[config.mk]
export PLATFORM = sky130hd
export DESIGN_NAME = hazard_ctrl
export DESIGN_NICKNAME = d
export VERILOG_FILES = /design/src/rtl/hazard_ctrl.sv
export SDC_FILE = /design/constraint.sdc
export NUM_CORES = 1
export LEC_CHECK = 0
export CAP_MARGIN = 40
export CORE_MARGIN = 2
export CORE_UTILIZATION = 30
export CTS_BUF_LIST = sky130_fd_sc_hd__clkbuf_4 sky130_fd_sc_hd__clkbuf_8 sky130_fd_sc_hd__clkbuf_16
export DETAILED_ROUTE_END_ITERATION = 16
export PLACE_DENSITY = 0.82
export SYNTH_ARGS = -nofsm -noshare
export SYNTH_HDL_FRONTEND = slang
export SYNTH_SLANG_ARGS = --single-unit
[constraint.sdc]
create_clock -name clock -period 2.05 [get_ports clock]
set_clock_uncertainty 0.15 [all_clocks]
set_input_delay 0.5125 -clock clock [delete_from_list [all_inputs] [get_ports clock]]
set_output_delay 0.5125 -clock clock [all_outputs]
set_load 0.01 [all_outputs]
[src/rtl/hazard_ctrl.sv]
`default_nettype none
//==============================================================================
// Module   : hazard_ctrl
// Purpose  : Pipeline hazard controller. It stalls on load-use, flushes on a
//            taken branch, and freezes the front end for mult/div with a
//            bounded wait. Define HAZARD_PERF_EN to build the perf counters.
// Revision : 1.0
//==============================================================================
module hazard_ctrl #(
   parameter int REG_W      = 5,
   parameter int MD_TIMEOUT = 40,
   parameter int CNT_W      = 16
) (
   input  logic             clock,
   input  logic             reset,
   input  logic [REG_W-1:0] d_rs,
   input  logic [REG_W-1:0] d_rt,
   input  logic             d_uses_rt,
   input  logic             x_is_load,
   input  logic [REG_W-1:0] x_rd,
   input  logic             x_branch_taken,
   input  logic             x_md_start,
   input  logic             md_ready,
   output logic             pc_stall,
   output logic             fd_stall,
   output logic             fd_flush,
   output logic             dx_flush,
   output logic             md_busy,
   output logic             md_timeout,
   output logic [CNT_W-1:0] stall_cnt,
   output logic [CNT_W-1:0] flush_cnt
);

   localparam int WAIT_W = $clog2(MD_TIMEOUT);
   localparam logic [WAIT_W-1:0] WAIT_LAST = WAIT_W'(MD_TIMEOUT - 1);

   typedef enum logic [0:0] {
      RUN     = 1'b0,
      MD_WAIT = 1'b1
   } state_t;

   state_t            state;
   logic [WAIT_W-1:0] wait_cnt;
   logic              load_use;

   assign load_use = x_is_load && (x_rd != '0) &&
                     ((x_rd == d_rs) || (d_uses_rt && (x_rd == d_rt)));

   // Control outputs act in the same cycle as the hazard they respond to.
   always_comb begin
      pc_stall = 1'b0;
      fd_stall = 1'b0;
      fd_flush = 1'b0;
      dx_flush = 1'b0;
      md_busy  = 1'b0;
      if (reset) begin
         fd_flush = 1'b1;
         dx_flush = 1'b1;
      end else if (state == MD_WAIT) begin
         md_busy  = 1'b1;
         pc_stall = 1'b1;
         fd_stall = 1'b1;
         dx_flush = 1'b1;
      end else if (x_branch_taken) begin
         fd_flush = 1'b1;
         dx_flush = 1'b1;
      end else if (x_md_start || load_use) begin
         pc_stall = 1'b1;
         fd_stall = 1'b1;
         dx_flush = 1'b1;
      end
   end

   always_ff @(posedge clock) begin
      if (reset) begin
         state      <= RUN;
         wait_cnt   <= '0;
         md_timeout <= 1'b0;
      end else begin
         md_timeout <= 1'b0;
         case (state)
            RUN: begin
               if (!x_branch_taken && x_md_start) begin
                  state    <= MD_WAIT;
                  wait_cnt <= '0;
               end
            end
            MD_WAIT: begin
               // A ready result on the last allowed cycle is a normal exit.
               if (md_ready) begin
                  state <= RUN;
               end else if (wait_cnt == WAIT_LAST) begin
                  state      <= RUN;
                  md_timeout <= 1'b1;
               end else begin
                  wait_cnt <= wait_cnt + 1'b1;
               end
            end
            default: state <= RUN;
         endcase
      end
   end

`ifdef HAZARD_PERF_EN
   always_ff @(posedge clock) begin
      if (reset) begin
         stall_cnt <= '0;
         flush_cnt <= '0;
      end else begin
         if (pc_stall && (stall_cnt != '1)) stall_cnt <= stall_cnt + 1'b1;
         if (fd_flush && (flush_cnt != '1)) flush_cnt <= flush_cnt + 1'b1;
      end
   end
`else
   assign stall_cnt = '0;
   assign flush_cnt = '0;
`endif

endmodule
`default_nettype wire

### Yosys cells after proc, flatten, opt, wreduce, memory -nomap -nowiden

Cells that the tools add are included.
W data, S select, Z words.

* add/sub/neg operators: 1
* $mul: 0
* divide/modulo/power cells: 0
* magnitude comparators: 0
* equal/unequal tests: 6
* shift operators: 0
* multiplexer cells: 21
* bitwise gates (word level): 1
* reduce and logical (&&, ||, !) cells: 10

Operator list (number)
* $mux W6: 3
* $mux W1: 16
* $pmux W6 S2: 1
* $eq A5 B5 Y1: 2
* $add A6 B1 Y6 const B: 1
* $eq A6 B6 Y1 const B: 1
* $ne A2 B2 Y1 const B: 3
* $reduce_bool A5 Y1: 1
* $logic_and A1 B1 Y1: 4
* $reduce_and A3 Y1: 1
* $reduce_or A3 Y1: 1
* $logic_or A1 B1 Y1: 2
* $pmux W1 S2: 1
* $logic_not A1 Y1: 1
* $not A1 Y1: 1

* register bits: 8
* latch bits: 0
* memory bits (writable): 0
* memory bits (read-only): 0
* logic and storage cells: 42
* memories: 0

### Logic depth before layout (Yosys ltp)

* word-level depth: 9
* depth in mapped cells: 5
* depth with buffers taken out: 5

### Least setup slack after synthesis

OpenSTA, ideal clock, no wires.

* path kind: input-to-output
* start point: in x_rd[3]
* end point: out pc_stall
* data arrival time: 1.683 ns
* required time: 1.387 ns
* slack: -0.296 ns
* cell stages on the path: 5
* cells stage by stage: xor2_1 -> nor4_1 -> a32oi_1 -> o31ai_1 -> buf_4

* longest elaborated chain between the ends: 9
* elaborated cells on any way between the ends: 12

Ends and longest elaborated chain
* from (decl): RTL line 20 `input logic [REG_W-1:0] x_rd,`
* $eq A5 B5 Y1: RTL line 47 `((x_rd == d_rs) || (d_uses_rt && (x_rd == d_rt)));`
* $logic_and A1 B1 Y1: RTL line 47
* $logic_or A1 B1 Y1: RTL line 47
* $logic_and A1 B1 Y1 *: RTL line 46 `assign load_use = x_is_load && (x_rd != '0) &&`
* $logic_or A1 B1 Y1 *: RTL line 67 `end else if (x_md_start || load_use) begin`
* $mux W1 * (4 in a row)
* to (decl): RTL line 24 `output logic pc_stall,`

Every way passes the cells marked *; elsewhere a longest branch is shown, timed or not.

### Worst setup path after layout

* start point: in x_rd[4]
* end point: out pc_stall

* longest elaborated chain between the ends: 9
* elaborated cells on any way between the ends: 12

Ends and longest elaborated chain
* $eq A5 B5 Y1: RTL line 47
* $logic_and A1 B1 Y1: RTL line 47
* $logic_or A1 B1 Y1: RTL line 47
* $logic_and A1 B1 Y1 *: RTL line 46
* $logic_or A1 B1 Y1 *: RTL line 67
* $mux W1 *: RTL line 67
* $mux W1 *: RTL line 64 `end else if (x_branch_taken) begin`
* $mux W1 *: RTL line 59 `end else if (state == MD_WAIT) begin`
* $mux W1 *: RTL line 56 `if (reset) begin`

Marks and branches as above.

==> metrics.cfg <==
[worst_setup_path]
reg2reg_to=wait_cnt[1]
end_kind=output pin
cp_data_arrival_time_ns=1.62
crit_path_end=pc_stall
cp.required_ns=1.39
criticalPathCategory=input pin to output pin
reg2reg_slack_ns=0.32
critPathLaunchType=input pin
ff2ff_path_depth=5
crit_path_start=x_rd[4]
cp_max_fo=2
rr_startpoint=wait_cnt[0]

[floorplan]
pin_count=60
rows=18
fp.dieW_um=55.79
die_y_um=55.79
initial_core_util_pct=32.18
core_mm2=0.002500
die-area_mm2=0.003112

[clocking]
clk_pin_slew_worst_paths_ns=0.05
clock_latency_ns=0.24
clockBufferDepth=2
htree_levels=1
root_buffer=clkbuf_4
cts.sinks=8
cts_buffers=3
cts-hold-fix-buffers=0
cts_tree=done

[finish]
nFillCells=266
syn_to_final_growth_pct=33.75
final_layout_size_suffix_gt1_share_pct=27.94
antennaDiodeCount=0
nets=161
final_util_pct=43.04

[route]
route.met2.wl_um=929
wl_per_cell_um=10.48
ant_nets=0
route.detailed.drc=0
drt-met1-wl_um=648
wl_um=1740
post_drt_via_cell_ratio=4.211
dr_wl_met3_um=121
dr.pass1.iters=3
highest_layer=met4
drt_iter0_markers=8
via_count=699

[global_routing]
grt_pass1_wl_um=2635
grt_pass1_vias=650
gr-usage-all-layers_pct=10.56
antenna_found_initial=0
grt_max_degree=11
grt_overflow_total=0

[pwr]
pwr-share-seq_pct=38.3
p_sw_w=0.0001260
p_int_w=0.0002889
share_comb_of_total_power_pct=34.0
swShare_pct=30.37
cellPowerDensity_mw_per_mm2=385.6
power_w=0.0004150
irDropWorstVdd_v=0.0001967
leakagePower_nw=0.4969
pwr-share-clk_pct=27.7

[synthesis]
avgSynthCellArea_um2=8.209
syn_area_um2=804.5
synth_cell_type_count=30
syn_inst=98
synth.ff_latch_count=8
yosys_warnings=0
yosysSeqAreaShare_pct=19.91

[placed_design]
gp_congestion=0.7936
dp_hpwl_um=1423
numPortBuffers=27

[timing]
hold_viol_final=0
fmax_mhz=438.4
period_share_pct=111.3
fin_crit_ns=2.281
fin_ws_ns=-0.2309
slew_viol_final=0
rsz0062_at_grt=yes
setup_viol=3

[flow_run]
cap_violations=0

[worst_hold_path]
min_path_type=flip-flop to flip-flop

[outcome]
violations=setup timing
outcome=finished with violations

[cells by family (layout without fill, tap and decap cells)]
group	Yosys count	after routing	synth area share, %
simple gates	25	25	19.60
buf+inv	37	44	32.66
other cells	1	32	0.4661
flops	8	8	19.91
compound gates	13	13	11.66
fa+ha+maj	1	1	1.555
xor+xnor	13	13	14.15
[critical path, stage by stage]
cell and delay, ns:
buf_2 0.11, buf_4 0.13, or4_4 0.42, o21ai_4 0.19
o31ai_2 0.10, buf_2 0.15
[metrics by stage]
stage | setup TNS [ns] | setup slack (ns) | cells | hold WS (ns) | instance area [um^2]
4_1_cts | -0.8993 | -0.3156 | 166 | 0.4094 | 1069
3_3_place_gp | -3.798 | -1.022 | 162 | 0.3952 | 1057
2_1_floorplan | -0.1455 | -0.1455 | 129 | 0.3704 | 925.9
3_5_place_dp | -4.105 | -1.108 | 162 | 0.3916 | 1057
6_report | -0.6689 | -0.2309 | 166 | 0.4129 | 1076
5_1_grt | -0.8027 | -0.2761 | 166 | 0.4518 | 1076
[cells in the final DEF, fill, tap and decap left out, types with 3 or more instances in the layout]
cell type	n
buf_2	6
xor2_1	11
clkdlybuf4s50_1	5
nor3_1	7
buf_6	4
conb_1	32
dlygate4sd2_1	9
dfxtp_1	8
nor2_1	4
buf_4	11
clkbuf_4	3
[what timing repair did]
action	CTS	global route
buffers inserted	1	0
resized for setup	62	6
setup endpoints to repair	5	4
pin swaps	9	4
[layout make-up]
type                    count  area, um^2  area share (%)
flip-flops and latches      8       160.2           14.88
well taps                  30       37.54           3.488
repair buffers             38       306.5           28.49
inverters                   3       11.26           1.047
clock buffers               3       22.52           2.093
multi-input cells          84       538.0           50.00
[worst min-delay path by stage]
| stage | start | endpoint | slack [ns] | cells past startpoint |
|---|---|---|---|---|
| finish | wait_cnt[5] | wait_cnt[5] | 0.41 | 2 |
| global route | wait_cnt[4] | wait_cnt[4] | 0.45 | 2 |
| CTS | wait_cnt[5] | wait_cnt[5] | 0.41 | 2 |
| detailed placement | wait_cnt[5] | wait_cnt[5] | 0.39 | 2 |
| global placement | wait_cnt[5] | wait_cnt[5] | 0.40 | 2 |
| floorplan | wait_cnt[5] | wait_cnt[5] | 0.37 | 2 |
[registers in the layout, indices dropped and copies added (netlist names)]
| signal | flops |
|---|---|
| state | 1 |
| wait_cnt | 6 |
| md_timeout | 1 |
[layer usage]
| metal | track usage, % | vias up |
|---|---|---|
| met1 | 10.10 | 314 |
| met2 | 21.09 | 35 |
| met3 | 1.860 | 4 |
| met4 | 5.226 | 0 |
| met5 | 0 | - |
| li1 | - | 346 |
[power by group through the flow]
stage,clock network [W],registers [W],logic [W]
3_3_place_gp,0,0.000162,0.000142
5_1_grt,0.000131,0.000159,0.000153
6_report,0.000115,0.000159,0.000141
3_5_place_dp,0,0.000162,0.000145
2_1_floorplan,0,0.000163,0.000111
4_1_cts,0.000121,0.000159,0.000137
[Yosys cell counts]
master / instances / area share [%]
and4bb_1: 1 / 1.6
or4_1: 1 / 0.93
nand3b_1: 1 / 0.93
or3b_1: 1 / 1.1
o21ai_0: 3 / 1.9
conb_1: 1 / 0.47
nor4_1: 2 / 1.6
nor3b_4: 1 / 2.3
nor3b_1: 1 / 0.93
clkbuf_1: 1 / 0.47
dfxtp_1: 8 / 20
nor2b_1: 1 / 0.78
xor2_1: 11 / 12
o221a_2: 1 / 1.4
nand2b_1: 1 / 0.78
nor3_1: 7 / 4.4
and2_1: 1 / 0.78
inv_1: 3 / 1.4
o21ba_2: 1 / 1.2
o2111ai_1: 2 / 2.2
a32oi_1: 1 / 1.1
xnor2_1: 2 / 2.2
and3_1: 1 / 0.78
nand2_1: 2 / 0.93
buf_4: 33 / 31
a21oi_2: 1 / 1.1
a21oi_1: 3 / 1.9
nor2_1: 4 / 1.9
o31ai_1: 1 / 0.93
ha_1: 1 / 1.6
No activity file was read; power rests on OpenSTA's default activity.
